[src/rtl/spi_target_pkg.sv]
// Shared types and constants for the SPI target block.
package spi_target_pkg;

  localparam int unsigned DATA_W = 8;
  localparam int unsigned CNT_W  = $clog2(DATA_W);
  localparam logic [DATA_W-1:0] IDLE_FILL = 8'hFF;

  typedef enum logic {
    IDLE   = 1'b0,
    ACTIVE = 1'b1
  } state_e;

endpackage

[src/rtl/spi_target_if.sv]
// SPI pins plus the local rx/tx handshake of the SPI target.
interface spi_target_if;
  import spi_target_pkg::*;

  logic              spi_sclk;
  logic              spi_cs_n;
  logic              spi_mosi;
  logic              spi_miso;
  logic              spi_miso_oe;
  logic [DATA_W-1:0] rx_data;
  logic              rx_valid;
  logic [DATA_W-1:0] tx_data;
  logic              tx_load;
  logic              tx_ready;
  logic              frame_active;
  logic              underrun;
  logic              underrun_clr;

  modport slave (
    input  spi_sclk, spi_cs_n, spi_mosi, tx_data, tx_load, underrun_clr,
    output spi_miso, spi_miso_oe, rx_data, rx_valid, tx_ready,
           frame_active, underrun
  );

  modport master (
    output spi_sclk, spi_cs_n, spi_mosi, tx_data, tx_load, underrun_clr,
    input  spi_miso, spi_miso_oe, rx_data, rx_valid, tx_ready,
           frame_active, underrun
  );

endinterface

[src/rtl/spi_target_sync_edge.sv]
// Multi-stage synchronizer for one asynchronous pin, with rise/fall detect.
// SYNC_STAGES must be at least 2.
module spi_sync_edge #(
  parameter int unsigned SYNC_STAGES = 2,
  parameter logic        RESET_VAL   = 1'b0
) (
  input  logic clk,
  input  logic rst_n,
  input  logic d_i,
  output logic level_o,
  output logic rise_o,
  output logic fall_o
);

  logic [SYNC_STAGES-1:0] sync_q, sync_d;
  logic                   prev_q, prev_d;

  // Next values: shift the raw pin in, keep a delayed copy of the output
  always_comb begin
    sync_d = {sync_q[SYNC_STAGES-2:0], d_i};
    prev_d = sync_q[SYNC_STAGES-1];
  end

  // Synchronizer chain and delayed copy, reset to the idle bus level
  always_ff @(posedge clk) begin
    if (!rst_n) begin
      sync_q <= {SYNC_STAGES{RESET_VAL}};
      prev_q <= RESET_VAL;
    end else begin
      sync_q <= sync_d;
      prev_q <= prev_d;
    end
  end

  assign level_o = sync_q[SYNC_STAGES-1];
  assign rise_o  =  level_o & ~prev_q;
  assign fall_o  = ~level_o &  prev_q;

endmodule

[src/rtl/spi_target.sv]
// SPI mode-0 target: synchronized pins, byte rx/tx, one-entry tx buffer.
module spi_target #(
  parameter int unsigned        DATA_W      = spi_target_pkg::DATA_W,
  parameter int unsigned        SYNC_STAGES = 2,
  parameter logic [DATA_W-1:0]  IDLE_FILL   = spi_target_pkg::IDLE_FILL
) (
  input  logic        clk,
  input  logic        rst_n,
  spi_target_if.slave bus
);
  import spi_target_pkg::*;

  // Synchronized pin views
  logic sclk_rise, sclk_fall, sclk_level_unused;
  logic cs_rise, cs_fall, cs_lvl;
  logic mosi_lvl, mosi_rise_unused, mosi_fall_unused;

  // FSM
  state_e state_q, state_d;

  // Post-reset arming: a chip select already low after reset is not a frame
  logic [SYNC_STAGES:0] flush_q, flush_d;
  logic                 armed_q, armed_d;

  // Datapath
  logic [CNT_W-1:0]  cnt_q, cnt_d;
  logic [DATA_W-1:0] rx_sh_q, rx_sh_d;
  logic [DATA_W-1:0] rx_data_q, rx_data_d;
  logic              rx_valid_q, rx_valid_d;
  logic              load_pend_q, load_pend_d;
  logic [DATA_W-1:0] tx_sh_q, tx_sh_d;
  logic [DATA_W-1:0] buf_q, buf_d;
  logic              buf_full_q, buf_full_d;
  logic              underrun_q, underrun_d;
  logic              underrun_set;

  // FSM outputs
  logic active, miso_oe, start_load, in_frame, byte_load;

  spi_sync_edge #(.SYNC_STAGES(SYNC_STAGES), .RESET_VAL(1'b0)) u_sync_sclk (
    .clk     (clk),
    .rst_n   (rst_n),
    .d_i     (bus.spi_sclk),
    .level_o (sclk_level_unused),
    .rise_o  (sclk_rise),
    .fall_o  (sclk_fall)
  );

  spi_sync_edge #(.SYNC_STAGES(SYNC_STAGES), .RESET_VAL(1'b1)) u_sync_cs (
    .clk     (clk),
    .rst_n   (rst_n),
    .d_i     (bus.spi_cs_n),
    .level_o (cs_lvl),
    .rise_o  (cs_rise),
    .fall_o  (cs_fall)
  );

  spi_sync_edge #(.SYNC_STAGES(SYNC_STAGES), .RESET_VAL(1'b0)) u_sync_mosi (
    .clk     (clk),
    .rst_n   (rst_n),
    .d_i     (bus.spi_mosi),
    .level_o (mosi_lvl),
    .rise_o  (mosi_rise_unused),
    .fall_o  (mosi_fall_unused)
  );

  // FSM state register
  always_ff @(posedge clk) begin
    if (!rst_n) state_q <= IDLE;
    else        state_q <= state_d;
  end

  // FSM next state: frames open on an armed cs_n fall, close on a cs_n rise
  always_comb begin
    state_d = state_q;
    unique case (state_q)
      IDLE:    if (cs_fall && armed_q) state_d = ACTIVE;
      ACTIVE:  if (cs_rise)            state_d = IDLE;
      default: state_d = IDLE;
    endcase
  end

  // FSM outputs: byte-load strobes and MISO enable
  always_comb begin
    active     = (state_q == ACTIVE);
    miso_oe    = active && !cs_lvl;
    start_load = (state_q == IDLE) && (state_d == ACTIVE);
    in_frame   = active && !cs_rise;
    byte_load  = start_load || (load_pend_q && in_frame);
  end

  // Arming: wait until the synchronizers hold real samples, then see cs_n high
  always_comb begin
    flush_d = {flush_q[SYNC_STAGES-1:0], 1'b1};
    armed_d = armed_q || (flush_q[SYNC_STAGES] && cs_lvl);
  end

  // Datapath next state: rx shift on sclk rise, tx shift on sclk fall,
  // byte load at each byte start, tx buffer write, sticky underrun
  always_comb begin
    cnt_d        = cnt_q;
    rx_sh_d      = rx_sh_q;
    rx_data_d    = rx_data_q;
    rx_valid_d   = 1'b0;
    load_pend_d  = 1'b0;
    tx_sh_d      = tx_sh_q;
    buf_d        = buf_q;
    buf_full_d   = buf_full_q;
    underrun_set = 1'b0;

    if (active) begin
      if (cs_rise) begin
        // Partial byte is dropped; rx_data keeps its last complete value
        cnt_d   = '0;
        rx_sh_d = '0;
      end else begin
        if (sclk_rise) begin
          rx_sh_d = {rx_sh_q[DATA_W-2:0], mosi_lvl};
          cnt_d   = cnt_q + 1'b1;
          if (cnt_q == '1) begin
            rx_data_d   = rx_sh_d;
            rx_valid_d  = 1'b1;
            load_pend_d = 1'b1;
          end
        end
        // The fall right after the 8th rise precedes the new MSB, so no shift
        if (sclk_fall && (cnt_q != '0)) begin
          tx_sh_d = {tx_sh_q[DATA_W-2:0], 1'b0};
        end
      end
    end

    if (byte_load) begin
      if (buf_full_q) begin
        tx_sh_d    = buf_q;
        buf_full_d = 1'b0;
      end else begin
        tx_sh_d      = IDLE_FILL;
        underrun_set = 1'b1;
      end
    end

    // Only an empty buffer accepts a write; a write coinciding with an
    // empty-buffer byte load is kept for the following byte
    if (bus.tx_load && !buf_full_q) begin
      buf_d      = bus.tx_data;
      buf_full_d = 1'b1;
    end

    underrun_d = underrun_q;
    if (bus.underrun_clr) underrun_d = 1'b0;
    if (underrun_set)     underrun_d = 1'b1;
  end

  // Datapath registers
  always_ff @(posedge clk) begin
    if (!rst_n) begin
      flush_q     <= '0;
      armed_q     <= 1'b0;
      cnt_q       <= '0;
      rx_sh_q     <= '0;
      rx_data_q   <= '0;
      rx_valid_q  <= 1'b0;
      load_pend_q <= 1'b0;
      tx_sh_q     <= '0;
      buf_q       <= '0;
      buf_full_q  <= 1'b0;
      underrun_q  <= 1'b0;
    end else begin
      flush_q     <= flush_d;
      armed_q     <= armed_d;
      cnt_q       <= cnt_d;
      rx_sh_q     <= rx_sh_d;
      rx_data_q   <= rx_data_d;
      rx_valid_q  <= rx_valid_d;
      load_pend_q <= load_pend_d;
      tx_sh_q     <= tx_sh_d;
      buf_q       <= buf_d;
      buf_full_q  <= buf_full_d;
      underrun_q  <= underrun_d;
    end
  end

  assign bus.spi_miso     = miso_oe & tx_sh_q[DATA_W-1];
  assign bus.spi_miso_oe  = miso_oe;
  assign bus.rx_data      = rx_data_q;
  assign bus.rx_valid     = rx_valid_q;
  assign bus.tx_ready     = ~buf_full_q;
  assign bus.frame_active = active;
  assign bus.underrun     = underrun_q;

endmodule

[src/flat_wrapper.sv]
// flat-port wrapper written by rule: the top's interface ports become plain ports
module spi_target_flat import spi_target_pkg::*;
#(
  parameter int unsigned        DATA_W      = spi_target_pkg::DATA_W,
  parameter int unsigned        SYNC_STAGES = 2,
  parameter logic [DATA_W-1:0]  IDLE_FILL   = spi_target_pkg::IDLE_FILL
)
  (clk, rst_n, bus_spi_sclk, bus_spi_cs_n, bus_spi_mosi, bus_tx_data, bus_tx_load, bus_underrun_clr, bus_spi_miso, bus_spi_miso_oe, bus_rx_data, bus_rx_valid, bus_tx_ready, bus_frame_active, bus_underrun);
  spi_target_if bus_i ();
  input  logic clk;
  input  logic rst_n;
  input wire logic [$bits(bus_i.spi_sclk)-1:0] bus_spi_sclk;
  input wire logic [$bits(bus_i.spi_cs_n)-1:0] bus_spi_cs_n;
  input wire logic [$bits(bus_i.spi_mosi)-1:0] bus_spi_mosi;
  input wire logic [$bits(bus_i.tx_data)-1:0] bus_tx_data;
  input wire logic [$bits(bus_i.tx_load)-1:0] bus_tx_load;
  input wire logic [$bits(bus_i.underrun_clr)-1:0] bus_underrun_clr;
  output wire logic [$bits(bus_i.spi_miso)-1:0] bus_spi_miso;
  output wire logic [$bits(bus_i.spi_miso_oe)-1:0] bus_spi_miso_oe;
  output wire logic [$bits(bus_i.rx_data)-1:0] bus_rx_data;
  output wire logic [$bits(bus_i.rx_valid)-1:0] bus_rx_valid;
  output wire logic [$bits(bus_i.tx_ready)-1:0] bus_tx_ready;
  output wire logic [$bits(bus_i.frame_active)-1:0] bus_frame_active;
  output wire logic [$bits(bus_i.underrun)-1:0] bus_underrun;
  assign bus_i.spi_sclk = bus_spi_sclk;
  assign bus_i.spi_cs_n = bus_spi_cs_n;
  assign bus_i.spi_mosi = bus_spi_mosi;
  assign bus_i.tx_data = bus_tx_data;
  assign bus_i.tx_load = bus_tx_load;
  assign bus_i.underrun_clr = bus_underrun_clr;
  assign bus_spi_miso = bus_i.spi_miso;
  assign bus_spi_miso_oe = bus_i.spi_miso_oe;
  assign bus_rx_data = bus_i.rx_data;
  assign bus_rx_valid = bus_i.rx_valid;
  assign bus_tx_ready = bus_i.tx_ready;
  assign bus_frame_active = bus_i.frame_active;
  assign bus_underrun = bus_i.underrun;
  spi_target #(.DATA_W(DATA_W), .SYNC_STAGES(SYNC_STAGES), .IDLE_FILL(IDLE_FILL)) u_core (.clk(clk), .rst_n(rst_n), .bus(bus_i));
endmodule
[config.mk]
export PLATFORM = sky130hd
export DESIGN_NAME = spi_target_flat
export DESIGN_NICKNAME = d
export VERILOG_FILES = /design/src/rtl/spi_target_pkg.sv /design/src/rtl/spi_target_if.sv /design/src/rtl/spi_target_sync_edge.sv /design/src/rtl/spi_target.sv /design/src/flat_wrapper.sv
export SDC_FILE = /design/constraint.sdc
export NUM_CORES = 1
export LEC_CHECK = 0
export ABC_AREA = 1
export BUFFER_PORTS_ARGS = -buffer_cell sky130_fd_sc_hd__buf_4
export CELL_PAD_IN_SITES_DETAIL_PLACEMENT = 0
export CELL_PAD_IN_SITES_GLOBAL_PLACEMENT = 2
export CORE_MARGIN = 2
export CORE_UTILIZATION = 35
export CTS_CLUSTER_SIZE = 24
export DETAILED_ROUTE_END_ITERATION = 8
export MAX_ROUTING_LAYER = met4
export PLACE_DENSITY = 0.86
export SLEW_MARGIN = 20
export SYNTH_ARGS = -nofsm -noshare
export SYNTH_HDL_FRONTEND = slang
export SYNTH_SLANG_ARGS = --single-unit
[constraint.sdc]
create_clock -name clk -period 3.29 [get_ports clk]
set_clock_uncertainty 0.1 [all_clocks]
set_input_delay 0 -clock clk [delete_from_list [all_inputs] [get_ports clk]]
set_output_delay 0 -clock clk [all_outputs]
set_load 0.005 [all_outputs]
=== Word level (Yosys, flattened, before mapping) ===
Cells that the tools add are included.

* Register bits after elaboration: 50
* Bits in latches: 0
* RAM bits: 0
* Bits in read-only memories: 0
* Output and inout bits: 14
* Logic and storage cells: 77
* Memories kept: 0

* Add/subtract/negate cells: 1
* $mul: 0
* Divide/modulo/power cells: 0
* Magnitude comparators: 0
* Equal/unequal tests: 2
* Shift operators: 0
* Mux-type cells: 20
* Bitwise gates (word level): 14
* Reduce and logical (&&, ||, !) cells: 23

{| class="wikitable"
|+ Operators with widths
! operator !! count
|-
| 2-to-1 mux 8 bit || 5
|-
| 2-to-1 mux 7 bit || 2
|-
| 2-to-1 mux 1 bit || 10
|-
| nonzero test 2 bit || 5
|-
| inverter 1 bit || 9
|-
| logical AND 1 bit || 8
|-
| 2-to-1 mux 3 bit || 2
|-
| bitwise AND 1 bit || 5
|-
| AND reduction 4 bit || 1
|-
| OR reduction 4 bit || 1
|-
| adder 3 x 1 -> 3 bit (second input constant) || 1
|-
| equality test 3 bit (second input constant) || 1
|-
| logical NOT 1 bit || 3
|-
| AND reduction 3 bit || 1
|-
| nonzero test 3 bit || 1
|-
| logical OR 1 bit || 2
|-
| != test 2 bit (second input constant) || 1
|-
| case mux 1 bit (2 select lines) || 1
|-
| AND reduction 2 bit || 1
|}

=== Logic depth before layout (Yosys ltp) ===
* Word-level depth: 9
* Depth in mapped cells: 9
* Depth with buffers taken out: 9

=== Cells and area by module ===
Synthesis repeated with hierarchy kept, for this count alone.

* Cell total of the unflattened synthesis: 258
* Area, all modules: 2009.4 µm²

{| class="wikitable"
|+ By module, submodules not included
! module !! instances !! cells an instance !! area an instance (µm²) !! seq. area each (µm²)
|-
| spi_target || 1 || 220 || 1715.4 || 840.8
|-
| spi_sync_edge at u_core.u_sync_mosi ... || 2 || 13 || 100.1 || 60.1
|-
| spi_sync_edge at u_core.u_sync_cs || 1 || 12 || 93.8 || 60.1
|}

=== Least setup slack after synthesis ===
Ideal clock, no wire load.

* Kind: reg2reg
* Start point: register u_core.cnt_q[0]
* End point: register u_core.tx_sh_q[6]
* Setup time: 67 ps
* Arrival: 1184 ps
* Slack: 1938 ps
* Cell stages (with the launch flop): 10
* Path buffers: 0
* Period minus slack after synthesis: 1352 ps
* Path through: dfxtp_1 > inv_1 > ha_1 > nand2_1 > nand2_1 > nor2_2 > inv_1 > nand2_8 > nand2_2 > a21oi_2

* Cells in the longest elaborated chain, start to end: 4

{| class="wikitable"
|+ RTL lines
! item !! line !! source
|-
| from (decl) || spi_target.sv:26 || <nowiki>logic [CNT_W-1:0] cnt_q, cnt_d;</nowiki>
|-
| from (signal assigned) || spi_target.sv:172 || <nowiki>cnt_q <= cnt_d;</nowiki>
|-
| nonzero test 3 bit || spi_target.sv:127 || <nowiki>if (sclk_fall && (cnt_q != '0)) begin</nowiki>
|-
| logical AND 1 bit || spi_target.sv:127 ||
|-
| nonzero test 2 bit (no line) || - ||
|-
| AND reduction 3 bit (no line) || - ||
|-
| to (signal assigned) || spi_target.sv:177 || <nowiki>tx_sh_q <= tx_sh_d;</nowiki>
|-
| to (decl) || spi_target.sv:31 || <nowiki>logic [DATA_W-1:0] tx_sh_q, tx_sh_d;</nowiki>
|}

Every way passes these cells.
A chain may end at the register's enable or synchronous reset.

=== Worst setup path after layout ===
* Start point: register u_core.buf_full_q
* End point: register u_core.buf_q[3]

* Cells in the longest elaborated chain, start to end: 2

{| class="wikitable"
|+ RTL lines
! item !! line !! source
|-
| from (decl) || spi_target.sv:33 || <nowiki>logic buf_full_q, buf_full_d;</nowiki>
|-
| from (signal assigned) || spi_target.sv:179 || <nowiki>buf_full_q <= buf_full_d;</nowiki>
|-
| logical NOT 1 bit || spi_target.sv:145 || <nowiki>if (bus.tx_load && !buf_full_q) begin</nowiki>
|-
| logical AND 1 bit || spi_target.sv:145 ||
|-
| to (signal assigned) || spi_target.sv:178 || <nowiki>buf_q <= buf_d;</nowiki>
|-
| to (decl) || spi_target.sv:32 || <nowiki>logic [DATA_W-1:0] buf_q, buf_d;</nowiki>
|}

Every way passes these cells.

==> results.toml <==
[routing]
vias = 1607
antenna_left = 0
wl_per_cell_um = 10.9
finalWirelength_mm = 4.04
via_per_inst = 4.32
drtIter0Drc = 125
drc = 0
dr.pass1.iters = 4

[placement]
dp_slack_ps = 1530
place_area_um2 = 2260
port-buffer-count = 28
place_congestion = 0.744
hpwl_mm = 2.63

[min_path]
worstHoldStart = "bus_tx_load"
holdCritPathClass = "in2reg"

[critical_path]
path_buf_inv = 2
cp.required_ps = 3420
crit_start = "u_core.buf_full_q"
path_cells = "inv_1 > nand2_1 > o21ai_0 > dlygate4sd3_1 > a21oi_1"
worst_path_max_delay_cell = "dlygate4sd3_1"
arrival_ps = 2060
crit_path_start_kind = "register"
timing.rr.start = "u_core.buf_full_q"
crit_type = "reg2reg"
worst_setup_path_end_kind = "register"
crit_family = "buffers and inverters"
max_stage_delay_ps = 570
crit_fanout = 15

[power]
power_density_nw_per_um2 = 435
power_leakage_nw = 1.11
finalPower_mw = 1.12
ir_drop_v = 0.000211

[finish]
final_common_cell = "nand2_1"
final_cell_mix = "nand2_1, dfxtp_1, buf_4"
area_growth_pct = 27.7
multi_input_area_um2 = 851
drive_gt1_share_pct = 22.7
fin_area_um2 = 2580
diodes = 0
fillers = 583
final_util_pct = 46.5
nets = 317
seq_area_um2 = 1000

[timing]
tightest_slew_ps = 835
hold_violations = 0
timing.fmax_mhz = 519
tns_ps = 0
period_minus_slack_ps = 1930
slew_headroom_pct = 44.3
drv_slew = 0
setup_viol_count_final = 0
grt_setup_unrepaired = "no"
layout_setup_ws_ps = 1360
fin_crit_sh_pct = 58.6

[die]
die_w_um = 80.0
die_h_um = 80.0
row_count = 27
io-pin-count = 29
core_um2 = 5540
die_area_um2 = 6390
initial_core_util_pct = 36.4

[clock_tree]
path_clk_slew_ps = 80
clock_latency_ps = 300
cts_tree = "built"
cts_buffer_depth = 2
numCtsBuffers = 5
cts_resized = 0
hold_buffers = 21
htree_num_levels = 2
clock_sink_count = 50
root_buffer = "clkbuf_8"
cts_setup_buffers = 0

[global_route]
grt_pass1_vias = 1498
grt_overflow = 0
antenna_found_initial = 0
track_usage_pct = 14.6
grt_max_degree = 29
grt_pass1_wl_mm = 7.00

[synth]
synth_top_area_share_pct = 49.6
synth_flop_cell = "dfxtp_1"
synth_edf_count = 0
ys_ff_latch = 50
yosysTopAreaCell = "dfxtp_1"
yosysWarningCount = 0
synth_area_leaders = "dfxtp_1, nand2_1, a21oi_1"
ys_types = 25
async_flop_share_pct = 0
postSynthNetCount = 270
ys_seq_area_share_pct = 49.6
syn_area_per_cell_um2 = 8.01
syn-cell-area_um2 = 2020
synthCells = 252

[job]
drv_cap = 0

[status]
outcome = "completed"
area by class of cell:
type	count	share of cell area, %
Clock buffer	8	4.27
Inverter	27	4.12
Multi-Input combinational cell	166	33.0
Sequential cell	50	38.8
Tap cell	72	3.49
Timing Repair Buffer	49	16.3
state kept, by name, indices dropped and copies added, names as in the netlist:
register                   count
u_core.buf_q                   8
u_core.bus.rx_data             8
u_core.tx_sh_q                 8
u_core.rx_sh_q                 7
u_core.cnt_q                   3
u_core.flush_q                 3
u_core.u_sync_cs.sync_q        2
u_core.u_sync_mosi.sync_q      2
u_core.u_sync_sclk.sync_q      2
u_core.armed_q                 1
u_core.buf_full_q              1
u_core.bus.frame_active        1
u_core.bus.rx_valid            1
u_core.bus.underrun            1
u_core.u_sync_cs.prev_q        1
u_core.u_sync_sclk.prev_q      1
synthesized netlist by cell type (3+ instances only):
| cell | number |
|---|---|
| ha_1 | 3 |
| o21ai_0 | 17 |
| a21oi_1 | 19 |
| or2_2 | 4 |
| nor2_1 | 25 |
| nand2_1 | 63 |
| inv_1 | 24 |
| dfxtp_1 | 50 |
| clkbuf_1 | 4 |
| nand2_2 | 10 |
| buf_2 | 3 |
| a21oi_2 | 7 |
| nand3_1 | 7 |
per-stage QoR:
| step | hold slack [ps] | instances |
|---|---|---|
| floorplan | -72.3 | 252 |
| global placement | 80.1 | 343 |
| detailed placement | 86.1 | 343 |
| CTS | 172 | 372 |
| global route | 228 | 372 |
| finish | 170 | 372 |
worst reg2reg max path: cells and delay by family (launching register included):
kind	cells	cell delay, ps
buffers and inverters	2	720
flip-flops	1	450
AND/OR/NAND/NOR	1	350
AO/OA/AOI/OAI	2	240
path summary, 6_finish.rpt:
path,endpoint,slack [ps],cells past startpoint
setup / recovery,u_core.buf_q[3],1360,5
setup reg to reg,u_core.buf_q[3],1360,5
hold reg to reg,u_core.u_sync_mosi.sync_q[1],320,2
hold / removal,u_core.buf_q[4],170,3
cells by family after synthesis:
family / share of synthesized area (%)
compound gates: 12.5
simple gates: 27.8
fa+ha+maj: 1.86
buf+inv: 8.30
flops: 49.6
where the power goes:
| part | switching (mW) | internal (mW) |
|---|---|---|
| combinational | 0.0393 | 0.0439 |
| sequential | 0.00833 | 0.621 |
| clock | 0.197 | 0.212 |
| total | 0.245 | 0.877 |
metal layers:
| metal | wire length [um] | track usage [%] | part of all wire, % |
|---|---|---|---|
| met1 | 2230 | 20.3 | 55 |
| met2 | 1570 | 19.8 | 39 |
| met3 | 163 | 3.85 | 4.0 |
| met4 | 75 | 6.10 | 1.9 |
| met5 | 0 | - | 0 |
Note: power is estimated with default switching activity, not from simulation.
